[src/rtl/decode_pkg.sv]
// Shared decode types and instruction-class predicates for the decode queue.
// The instruction/PC width comes from `W_DATA, which defaults to 32 when not set.
`ifndef W_DATA
`define W_DATA 32
`endif

package decode_pkg;

    localparam int W = `W_DATA;

    typedef enum logic [3:0] {
        IT_ALU,
        IT_JUMP,
        IT_BRANCH,
        IT_LOAD,
        IT_STORE,
        IT_MFC0,
        IT_MTC0,
        IT_ERET,
        IT_SYS,
        IT_RSV
    } ityp_e;

    // rs/rt are the raw instruction fields; rd is the GPR actually written (0 = none)
    typedef struct packed {
        logic [W-1:0] pc;
        ityp_e        ityp;
        logic [5:0]   oper;
        logic [5:0]   func;
        logic [W-1:0] imme;
        logic [4:0]   rs;
        logic [4:0]   rt;
        logic [4:0]   rd;
        logic         sy;
        logic         bp;
        logic         ri;
        logic         er;
    } dec_t;

    function automatic logic is_jb(input dec_t d);
        return (d.ityp == IT_JUMP) || (d.ityp == IT_BRANCH);
    endfunction

    function automatic logic is_mem(input dec_t d);
        return (d.ityp == IT_LOAD) || (d.ityp == IT_STORE);
    endfunction

    // Instructions that must issue without a partner in slot 1
    function automatic logic is_solo(input dec_t d);
        return d.sy || d.bp || d.er || d.ri || (d.ityp == IT_MFC0) || (d.ityp == IT_MTC0);
    endfunction

endpackage

[src/rtl/decode_slot.sv]
// Single-slot combinational MIPS-I decoder: raw instruction word + PC -> dec_t.
module decode_slot
    import decode_pkg::*;
(
    input  logic [W-1:0] inst,
    input  logic [W-1:0] pc,
    output dec_t         dec
);

    logic [5:0]  op;
    logic [5:0]  fn;
    logic [4:0]  rs;
    logic [4:0]  rt;
    logic [4:0]  rd_f;
    logic [4:0]  sa;
    logic [15:0] imm;

    assign op   = inst[31:26];
    assign rs   = inst[25:21];
    assign rt   = inst[20:16];
    assign rd_f = inst[15:11];
    assign sa   = inst[10:6];
    assign fn   = inst[5:0];
    assign imm  = inst[15:0];

    always_comb begin
        dec      = '0;
        dec.pc   = pc;
        dec.oper = op;
        dec.func = fn;
        dec.rs   = rs;
        dec.rt   = rt;
        dec.ityp = IT_ALU;
        case (op)
            6'h00: begin
                dec.imme = {{(W-5){1'b0}}, sa};
                dec.rd   = rd_f;
                case (fn)
                    6'h00, 6'h02, 6'h03, 6'h04, 6'h06, 6'h07, 6'h10, 6'h12,
                    6'h20, 6'h21, 6'h22, 6'h23, 6'h24, 6'h25, 6'h26, 6'h27,
                    6'h2a, 6'h2b: dec.rd = rd_f;
                    6'h08: begin
                        dec.ityp = IT_JUMP;
                        dec.rd   = '0;
                    end
                    6'h09: begin
                        dec.ityp = IT_JUMP;
                        dec.rd   = (rd_f == 5'd0) ? 5'd31 : rd_f;
                    end
                    6'h0c: begin
                        dec.ityp = IT_SYS;
                        dec.sy   = 1'b1;
                        dec.rd   = '0;
                    end
                    6'h0d: begin
                        dec.ityp = IT_SYS;
                        dec.bp   = 1'b1;
                        dec.rd   = '0;
                    end
                    6'h11, 6'h13, 6'h18, 6'h19, 6'h1a, 6'h1b: dec.rd = '0;
                    default: begin
                        dec.ityp = IT_RSV;
                        dec.ri   = 1'b1;
                        dec.rd   = '0;
                    end
                endcase
            end
            6'h01: begin
                dec.imme = {{(W-16){imm[15]}}, imm};
                dec.ityp = IT_BRANCH;
                case (rt)
                    5'h00, 5'h01: dec.rd = '0;
                    5'h10, 5'h11: dec.rd = 5'd31;
                    default: begin
                        dec.ityp = IT_RSV;
                        dec.ri   = 1'b1;
                    end
                endcase
            end
            6'h02, 6'h03: begin
                dec.ityp = IT_JUMP;
                dec.imme = {{(W-26){1'b0}}, inst[25:0]};
                dec.rd   = (op == 6'h03) ? 5'd31 : 5'd0;
            end
            6'h04, 6'h05, 6'h06, 6'h07: begin
                dec.ityp = IT_BRANCH;
                dec.imme = {{(W-16){imm[15]}}, imm};
            end
            6'h08, 6'h09, 6'h0a, 6'h0b: begin
                dec.imme = {{(W-16){imm[15]}}, imm};
                dec.rd   = rt;
            end
            6'h0c, 6'h0d, 6'h0e: begin
                dec.imme = {{(W-16){1'b0}}, imm};
                dec.rd   = rt;
            end
            6'h0f: begin
                dec.imme = {imm, {(W-16){1'b0}}};
                dec.rd   = rt;
            end
            6'h10: begin
                if (rs == 5'h00) begin
                    dec.ityp = IT_MFC0;
                    dec.rd   = rt;
                end else if (rs == 5'h04) begin
                    dec.ityp = IT_MTC0;
                end else if (rs == 5'h10 && fn == 6'h18) begin
                    dec.ityp = IT_ERET;
                    dec.er   = 1'b1;
                end else begin
                    dec.ityp = IT_RSV;
                    dec.ri   = 1'b1;
                end
            end
            6'h20, 6'h21, 6'h23, 6'h24, 6'h25: begin
                dec.ityp = IT_LOAD;
                dec.imme = {{(W-16){imm[15]}}, imm};
                dec.rd   = rt;
            end
            6'h28, 6'h29, 6'h2b: begin
                dec.ityp = IT_STORE;
                dec.imme = {{(W-16){imm[15]}}, imm};
            end
            default: begin
                dec.ityp = IT_RSV;
                dec.ri   = 1'b1;
            end
        endcase
    end

endmodule

[src/rtl/decode_queue.sv]
// Two-wide decode queue: circular buffer of raw inst/pc with dual-slot decode and issue pairing.
// Optional same-cycle bypass of pushes into an empty queue: define DECODE_QUEUE_BYPASS_EN.
module decode_queue
    import decode_pkg::*;
#(
    parameter int DEPTH = 8
) (
    input  logic                clk,
    input  logic                rst,
    input  logic                flush,
    input  logic [1:0]          in_cnt,
    input  logic [1:0][W-1:0]   in_inst,
    input  logic [1:0][W-1:0]   in_pc,
    output logic                in_ready,
    output logic [1:0]          out_cnt,
    output dec_t [1:0]          out_dec,
    input  logic [1:0]          out_ack
);

    localparam int AW = $clog2(DEPTH);
    localparam int CW = AW + 1;

    logic [AW-1:0] head_q, head_d, tail_q, tail_d;
    logic [CW-1:0] count_q, count_d;
    logic [W-1:0]  inst_mem_q [DEPTH];
    logic [W-1:0]  pc_mem_q   [DEPTH];

    logic [1:0]          push_cnt, avail, offer, ack_cnt, skip, pop_cnt, wr_cnt;
    logic                byp;
    logic [1:0][W-1:0]   slot_inst, slot_pc;
    dec_t [1:0]          dec;
    logic [1:0]          wr_en;
    logic [1:0][AW-1:0]  wr_addr;
    logic [1:0][W-1:0]   wr_inst, wr_pc;

    assign in_ready = (count_q <= CW'(DEPTH - 2));
    assign push_cnt = (in_ready && !flush) ? ((in_cnt == 2'd3) ? 2'd2 : in_cnt) : 2'd0;

`ifdef DECODE_QUEUE_BYPASS_EN
    assign byp = (count_q == '0) && !flush && !rst && (push_cnt != 2'd0);
`else
    assign byp = 1'b0;
`endif

    always_comb begin
        if (byp) begin
            slot_inst = in_inst;
            slot_pc   = in_pc;
            avail     = push_cnt;
        end else begin
            slot_inst[0] = inst_mem_q[head_q];
            slot_inst[1] = inst_mem_q[head_q + AW'(1)];
            slot_pc[0]   = pc_mem_q[head_q];
            slot_pc[1]   = pc_mem_q[head_q + AW'(1)];
            avail        = (count_q >= CW'(2)) ? 2'd2 : count_q[1:0];
        end
    end

    decode_slot u_slot0 (.inst(slot_inst[0]), .pc(slot_pc[0]), .dec(dec[0]));
    decode_slot u_slot1 (.inst(slot_inst[1]), .pc(slot_pc[1]), .dec(dec[1]));

    // A lone jump/branch waits for its delay slot; the RAW check is skipped behind a branch
    always_comb begin
        offer = 2'd0;
        if (rst || flush || avail == 2'd0) begin
            offer = 2'd0;
        end else if (avail == 2'd1) begin
            offer = is_jb(dec[0]) ? 2'd0 : 2'd1;
        end else if (is_solo(dec[0]) || is_jb(dec[1]) || (is_mem(dec[0]) && is_mem(dec[1]))) begin
            offer = 2'd1;
        end else if (!is_jb(dec[0]) && dec[0].rd != 5'd0 &&
                     (dec[0].rd == dec[1].rs || dec[0].rd == dec[1].rt)) begin
            offer = 2'd1;
        end else begin
            offer = 2'd2;
        end
    end

    assign out_cnt    = offer;
    assign out_dec[0] = (offer != 2'd0) ? dec[0] : '0;
    assign out_dec[1] = (offer == 2'd2) ? dec[1] : '0;

    // Acked bypassed instructions never enter the buffer; the rest are written in order
    assign ack_cnt = (out_ack > offer) ? offer : out_ack;
    assign skip    = byp ? ack_cnt : 2'd0;
    assign pop_cnt = byp ? 2'd0 : ack_cnt;
    assign wr_cnt  = push_cnt - skip;

    always_comb begin
        wr_en[0]   = !flush && (wr_cnt != 2'd0);
        wr_en[1]   = !flush && (wr_cnt == 2'd2);
        wr_addr[0] = tail_q;
        wr_addr[1] = tail_q + AW'(1);
        wr_inst[0] = in_inst[skip[0]];
        wr_inst[1] = in_inst[1];
        wr_pc[0]   = in_pc[skip[0]];
        wr_pc[1]   = in_pc[1];
    end

    always_comb begin
        if (flush) begin
            head_d  = '0;
            tail_d  = '0;
            count_d = '0;
        end else begin
            head_d  = head_q + AW'(pop_cnt);
            tail_d  = tail_q + AW'(wr_cnt);
            count_d = count_q + CW'(wr_cnt) - CW'(pop_cnt);
        end
    end

    always_ff @(posedge clk or posedge rst) begin
        if (rst) begin
            head_q  <= '0;
            tail_q  <= '0;
            count_q <= '0;
        end else begin
            head_q  <= head_d;
            tail_q  <= tail_d;
            count_q <= count_d;
        end
    end

    always_ff @(posedge clk) begin
        for (int i = 0; i < 2; i++) begin
            if (wr_en[i]) begin
                inst_mem_q[wr_addr[i]] <= wr_inst[i];
                pc_mem_q[wr_addr[i]]   <= wr_pc[i];
            end
        end
    end

endmodule

[config.mk]
export PLATFORM = sky130hd
export DESIGN_NAME = decode_queue
export DESIGN_NICKNAME = d
export VERILOG_FILES = /design/src/rtl/decode_pkg.sv /design/src/rtl/decode_slot.sv /design/src/rtl/decode_queue.sv
export SDC_FILE = /design/constraint.sdc
export NUM_CORES = 1
export LEC_CHECK = 0
export ABC_AREA = 1
export CORE_ASPECT_RATIO = 0.7
export CORE_MARGIN = 2
export CORE_UTILIZATION = 35
export DETAILED_ROUTE_END_ITERATION = 10
export PLACE_DENSITY = 0.58
export REMOVE_ABC_BUFFERS = 1
export SLEW_MARGIN = 0
export SYNTH_ARGS = -nofsm -noshare
export SYNTH_HDL_FRONTEND = slang
export SYNTH_SLANG_ARGS = --single-unit
[constraint.sdc]
create_clock -name clk -period 10.9 [get_ports clk]
set_input_delay 1.635 -clock clk [delete_from_list [all_inputs] [get_ports clk]]
set_output_delay 1.635 -clock clk [all_outputs]
set_load 0.02 [all_outputs]
==> metrics.sh, run 1 <==
FILL_CELLS=9901
STATUS='completed'
SYNTHESIS.AREA_UM2=34520
RSZ0062_AT_GRT='no'
YOSYS-TOP-CELLS-AREA='edfxtp_1, nand2_1, o21ai_0'
ROUTED_WL_PER_CELL_UM=22.36
SYNTH_MOST_COMMON_CELL='nand2_1'
ROUTE.ANTENNA.REMAINING_NETS=0
MIN_PERIOD_PS=9276
PLACEMENTROWS=96
PLACE_WS_PS=2506
TIMING.MAX_SLEW.REL_SLACK=0.06826
CTS_MADE_BUFFERS=56
CRIT_CHAIN='ha_4, buf_4, o21ai_0, o21ai_0, inv_1, o21ai_0, inv_1, nand3_1, nand2_1, nand3_1, inv_1, nand2_1, nand2_1, nand2_1, nand3_4, buf_4, nor2_1, clkdlybuf4s50_1'
SEQ_AREA_FRAC_SYNTH=0.4526
WORST_CLOCK_SKEW_PS=20.58
SETUP-VIOLATIONS-FINAL=0
GRT_FIRST_PASS_WIRELENGTH_MM=199.9
PWR_DENSITY_CELL_nW_PER_UM2=245.3
SYNTH_ENABLE_FLOP_CELLS=512
CLOCKBUFFERDEPTH=3
MAX_STAGE_DELAY_PS=1050
DRC_ERRORS=0
MAXIMUM_NUMBER_OF_PINS_ON_ONE_NET_BEFORE_GLOBAL_ROUTE_REPAIR=270
FLOORPLAN.INITIALDENSITY=0.3527
SLOWEST_CELL_ON_THE_CRITICAL_PATH='o21ai_0'
NUMBER_OF_ANTENNA_VIOLATIONS_AT_THE_FIRST_CHECK_IN_GLOBAL_ROUTING=11
CRIT_REQUIRED_PS=9270
YOSYSWARNINGCOUNT=0
DETAILED_PLACE_HPWL_MM=84.05
TRITONCTS_NUM_SINKS=522
CRIT_ARRIVAL_PS=7640
WORST_SKEW_PAIR.LATE_LATENCY_PS=650
SYNTH-ASYNC-RESET-RATIO=0.01916
WORST-SLEW-PIN-TRANSITION_PS=1383
TIMING.FINAL.CRIT_SHARE=0.8510
FINISH.NET_COUNT=4905
IO-PIN-COUNT=336
DIEHEIGHT_UM=266.8
SYNTHCELLS=4705
WORSTSETUPENDPOINTTYPE='primary output'
GLOBAL_ROUTE.OVERFLOW_TOTAL=0
POST_DRT_VIA_CELL_RATIO=5.492
POSTLAYOUTSETUPSLACKWORST_PS=1624
TIMING.MAX_CAP.VIOLATIONS=0
MAX_FANOUT_ON_CRITICAL_PATH=76
HOLD-WORST-SLACK_PS=696.7
DRT_WL_TOTAL_MM=137.0
DIE_W_UM=379.4
INITIALDRTVIOLATIONCOUNT=4220
FINALNONFILLERCELLS=6125
FINAL_CORE_UTILIZATION=0.4109
MAXSLEWVIOLCOUNT=0
STARTPOINT_TYPE='register'
CRITPATHMOSTFREQUENTCELL='nand2_1'
TIMING.FINAL.HOLD_VIOLATIONS=0
CLKTRANSATPATHREGS_PS=60
POST_ROUTE_CELLS_DRIVE_ABOVE_1_SHARE=0.04355
MIN_PATH_TYPE='reg -> reg'
DPL.CELL_COUNT=6018
PORT-BUFFER-COUNT=335
NUMBER_OF_INSTANCES_RESIZED_DURING_POST_CTS_REPAIR=0
DRT_PASS1_ITERATIONS=6
FINAL_WEIGHTED_CONGESTION_OF_ROUTABILITY_DRIVEN_GLOBAL_PLACEMENT=0.9324
CELLLEAKAGEPOWER_nW=16.73
POST-CTS-SETUP-BUFFERS=0
CORE_UM2=97890
CTS_HOLD_REPAIR.BUFFERS=0
DR_TOTAL_VIAS=33638
VDD_DROP_MAX_uV=194.3
YOSYS-TOP-CELLS-COUNT='nand2_1, o21ai_0, edfxtp_1'
TRITONCTS='built'
GRTUSAGETOTAL=0.2643
SYNTH_AREA_PER_CELL_UM2=7.338
SYN2LAYOUT_AREA_GROWTH_PCT=16.51
SYNTHFLOPTYPE='edfxtp_1'
SYNTH.LARGEST_AREA_CELL='edfxtp_1'
GRT_PASS1_VIAS=30615
SYNTH_UNIQUE_CELLS=48
ROOT_BUFFER='clkbuf_16'
CRIT_TYPE='reg -> out'
TIMING.FMAX_MHz=107.8
SYNTH_LARGEST_TYPE_AREA_FRACTION=0.4453
CTSHTREEMAXLEVEL=2
NUMBER_OF_REGISTER_BITS_INFERRED_BY_SYNTHESIS=522
DIEAREA_UM2=101200
==> flip-flops by register name, summed over array words and instances (netlist names) <==
register    cells
head_q          3
inst_mem_q    256
count_q         4
tail_q          3
pc_mem_q      256
==> worst max-delay path, delay by kind of cell (launching register included) <==
family,cells,cell delay [ps]
adders and majority gates,1,700
AOI/OAI and AO/OA,3,1430
buffers and inverters,6,2420
and+or+nand+nor,8,1590
DFF,1,730
==> metal layers <==
layer  global-route usage  wire, µm  up-vias
li1                     -         -    15944
met1               0.3668     57830    15730
met2               0.4125     60740     1669
met3              0.05690     14240      281
met4              0.07819      4008       14
met5                    0       140        -
==> per-stage QoR <==
stage / setup TNS, ps / cell area, µm² / total power [mW]
2_1_floorplan: -2931610 / 32680 / 5.845
3_3_place_gp: 0 / 38330 / 7.768
3_5_place_dp: 0 / 38330 / 7.765
4_1_cts: 0 / 40220 / 9.795
5_1_grt: 0 / 40220 / 10.43
6_report: 0 / 40220 / 9.868
==> cell families after synthesis <==
| logic type | count (synthesis) | synth area share |
|---|---|---|
| and+or+nand+nor | 2075 | 0.2404 |
| AOI/OAI and AO/OA | 1281 | 0.2016 |
| DFF | 522 | 0.4526 |
| buffers and inverters | 805 | 0.09662 |
| adders and majority gates | 17 | 0.007031 |
| xor gates and xnor gates | 5 | 0.001812 |
==> cells in the final DEF (no fill, tap or decap), types with 13 or more instances in the layout <==
cell / n
clkinv_2: 13
clkinv_1: 15
inv_1: 379
o22ai_1: 34
nor2_2: 15
nand3_1: 257
clkdlybuf4s50_1: 335
clkbuf_16: 58
o21ai_0: 750
a21oi_1: 269
edfxtp_1: 512
nand2_1: 1370
buf_4: 61
a221oi_1: 41
a211oi_1: 33
nor3_1: 22
nand4_1: 16
nor2_1: 373
a31oi_1: 43
o211ai_1: 39
o21ai_1: 34
==> layout make-up <==
type                    instances  area [µm²]  share of cell area
diodes                          3       7.507           0.0001866
inverters                     396        1506             0.03745
clock buffers                  65        1478             0.03674
clock inverters                39       404.1             0.01005
repair buffers                399        3871             0.09624
well taps                    1323        1655             0.04115
flip-flops and latches        522       15640              0.3887
multi-input cells            3378       15670              0.3894
==> report_power, final <==
part	internal [mW]	leakage, nW	switching [mW]	total, mW
sequential	2.38	4.77	0.0810	2.46
combinational	1.47	11.0	3.91	5.38
clock	1.16	0.928	0.876	2.03
total	5.01	16.7	4.86	9.87
==> path summary, 6_finish.rpt <==
path                             from            to  slack (ps)  cells past startpoint
hold / removal             count_q[0]    count_q[0]         700                      3
setup / recovery            head_q[0]  out_dec[108]        1620                     18
min in group asynchronous         rst    count_q[3]        1330                      2
setup reg to reg            head_q[0]    count_q[2]        3360                     27
max in group asynchronous         rst     head_q[0]        9130                      2
hold reg to reg            count_q[0]    count_q[0]         700                      3
Power figures use the tool's default switching activity.
==> run 2, diff against run 1 <==
Settings changed: DONT_BUFFER_PORTS set to 1, PLACE_DENSITY 0.58 to 0.54.
==> run 2 against run 1 <==
Cell area shrank 8.3%. Non-clock buffer count shrank 330. Via count shrank 4.3%. Combinational power shrank 7.2%. Count of clock-buffer cells in the layout grew 11. Worst hold slack lost 26 ps. Largest cell class unchanged. Clock power is essentially flat. Setup slack gained 540 ps. Total power shrank 3.7%. Maximum frequency grew 6.2%. Highest routed layer unchanged. Sequential cell count is the same.
==> metrics.sh, run 2 (synthesis gave the netlist of run 1 again) <==
STATUS='completed'
CTSHTREEMAXLEVEL=2
CRIT_ARRIVAL_PS=7100
FINAL_WEIGHTED_CONGESTION_OF_ROUTABILITY_DRIVEN_GLOBAL_PLACEMENT=0.9518
CLOCKBUFFERDEPTH=3
TIMING.FINAL.CRIT_SHARE=0.8013
GRTUSAGETOTAL=0.2664
GLOBAL_ROUTE.OVERFLOW_TOTAL=0
TIMING.MAX_SLEW.REL_SLACK=0.07928
CRIT_REQUIRED_PS=9270
WL_MET1_MM=59.86
SLOWEST_CELL_ON_THE_CRITICAL_PATH='buf_4'
TRITONCTS_NUM_SINKS=522
PLACEMENTROWS=96
CRIT_START='head_q[0]'
DRT_WL_TOTAL_MM=138.7
WORST_CLOCK_SKEW_PS=47.64
CTS_MADE_BUFFERS=59
GRT_PASS1_VIAS=29073
NUMBER_OF_INSTANCES_RESIZED_DURING_POST_CTS_REPAIR=0
PATH_BUF_INV=4
LAUNCH_POINT_OF_THE_WORST_REG_TO_REG_PATH='head_q[0]'
VDD_DROP_MAX_uV=132.6
POST_DRT_VIA_CELL_RATIO=5.551
DIEHEIGHT_UM=266.8
POST_ROUTE_CELLS_DRIVE_ABOVE_1_SHARE=0.04804
PWR_DENSITY_CELL_nW_PER_UM2=257.6
DIE_W_UM=379.4
MAX_FANOUT_ON_CRITICAL_PATH=236
SWITCHING_POWER_TOTAL_mW=4.769
CELLLEAKAGEPOWER_nW=15.52
SETUP-VIOLATIONS-FINAL=0
MAX_STAGE_DELAY_PS=890
DRC_ERRORS=0
GRT_FIRST_PASS_WIRELENGTH_MM=199.7
CRITPATHTOPFAMILY='buffers and inverters'
CORE_UM2=97890
SYN2LAYOUT_AREA_GROWTH_PCT=6.878
WORST-SLEW-PIN-TRANSITION_PS=1371
CRIT_CHAIN='buf_4, buf_12, o211ai_1, nand2_1, inv_1, o21ai_1, nor3_1, nand2_1, nand2_1, a21oi_1, nand2_1, nand2_1, nand2_1, nor2_1, nand2_1, nand2_1, nand2_1, nand3_4, buf_4, nor2_1'
CRITPATHMOSTFREQUENTCELL='nand2_1'
DR_WL_MET2_MM=61.41
DETAILED_PLACE_HPWL_MM=83.58
FLOORPLAN.INITIALDENSITY=0.3527
DR_TOTAL_VIAS=32197
INITIALDRTVIOLATIONCOUNT=3836
INTPOWER_mW=4.737
MET3ROUTEDLENGTH_MM=13.72
SEQ_POWER_SHARE=0.261
WORSTSETUPENDPOINTTYPE='primary output'
TIMING.MAX_CAP.VIOLATIONS=0
MAXIMUM_NUMBER_OF_PINS_ON_ONE_NET_BEFORE_GLOBAL_ROUTE_REPAIR=237
TIMING.FINAL.HOLD_VIOLATIONS=0
CLKTRANSATPATHREGS_PS=70
POWER_SWITCHING_SHARE=0.5017
PORT-BUFFER-COUNT=0
FILL_CELLS=10073
TOP_ROUTING_LAYER_IN_USE='met5'
MIN_PERIOD_PS=8734
STARTPOINT_TYPE='register'
DESIGN_POWER_TOTAL_mW=9.505
IO-PIN-COUNT=336
TRITONCTS='built'
FINAL_CORE_UTILIZATION=0.3769
DRT_PASS1_ITERATIONS=6
COMBINATIONALPOWERSHARE=0.525
MOSTFREQUENTLAYOUTCELLS='nand2_1, o21ai_0, edfxtp_1, inv_1, nor2_1'
ROUTED_WL_PER_CELL_UM=23.91
COMMONEST_NON_FILL_NON_TAP_CELL_IN_THE_LAYOUT='nand2_1'
MAXSLEWVIOLCOUNT=0
ROOT_BUFFER='clkbuf_16'
CTS_HOLD_REPAIR.BUFFERS=0
NUMBER_OF_ANTENNA_VIOLATIONS_AT_THE_FIRST_CHECK_IN_GLOBAL_ROUTING=4
TIMING.FMAX_MHz=114.5
RSZ0062_AT_GRT='no'
HOLD_PATH_STARTPOINT='count_q[0]'
POST-CTS-SETUP-BUFFERS=0
POWER.SHARE.CLOCK=0.214
CRIT_TYPE='reg -> out'
MIN_PATH_TYPE='reg -> reg'
FINISH.NET_COUNT=4578
ROUTE.ANTENNA.REMAINING_NETS=0
DIEAREA_UM2=101200
WORST_SKEW_PAIR.LATE_LATENCY_PS=670
==> run 2: layout make-up <==
class,instances,area [µm²],area share
Timing Repair Buffer,69,530.5,0.01438
Clock buffer,76,1580,0.04283
Multi-Input combinational cell,3378,15660,0.4245
Clock inverter,34,322.8,0.008748
Antenna cell,2,5.005,0.0001356
Tap cell,1323,1655,0.04486
Sequential cell,522,15640,0.4238
Inverter,396,1506,0.04083
==> run 2: worst min-delay path, stage by stage (launching register included) <==
cell and delay (ps):
dfrtp_1 380, ha_1 150, inv_1 40, nor2_1 70
==> run 2: worst paths after layout <==
kind                           endpoint  cells past startpoint  slack, ps
max                        out_dec[170]                     20       2170
min                          count_q[0]                      3        670
max reg2reg                  count_q[2]                     29       3300
min reg2reg                  count_q[0]                      3        670
max in group asynchronous     head_q[1]                      1       9600
min in group asynchronous    count_q[2]                      1        880
==> run 2: power by group through the flow <==
stage | logic (mW) | registers [mW] | clock network [mW]
CTS | 4.90 | 2.48 | 2.07
detailed placement | 4.89 | 2.52 | 0
finish | 4.99 | 2.48 | 2.04
global placement | 4.89 | 2.52 | 0
global route | 5.43 | 2.49 | 2.14
floorplan | 3.19 | 2.65 | 0
==> run 2: routing by layer <==
metal | vias up | track usage
met1 | 15196 | 0.3712
li1 | 15276 | -
met2 | 1493 | 0.4148
met3 | 226 | 0.06109
met4 | 6 | 0.06993
met5 | - | 0
==> run 2: through the flow <==
step	std cells	setup WS [ps]	TNS [ps]	area (µm²)	hold slack (ps)
finish	5800	2166	0	36900	671.0
global route	5799	1593	0	36900	730.1
CTS	5798	2201	0	36890	668.0
detailed placement	5688	2909	0	34990	655.3
global placement	5688	3018	0	34990	659.2
floorplan	4296	-14860	-2931610	32680	603.2
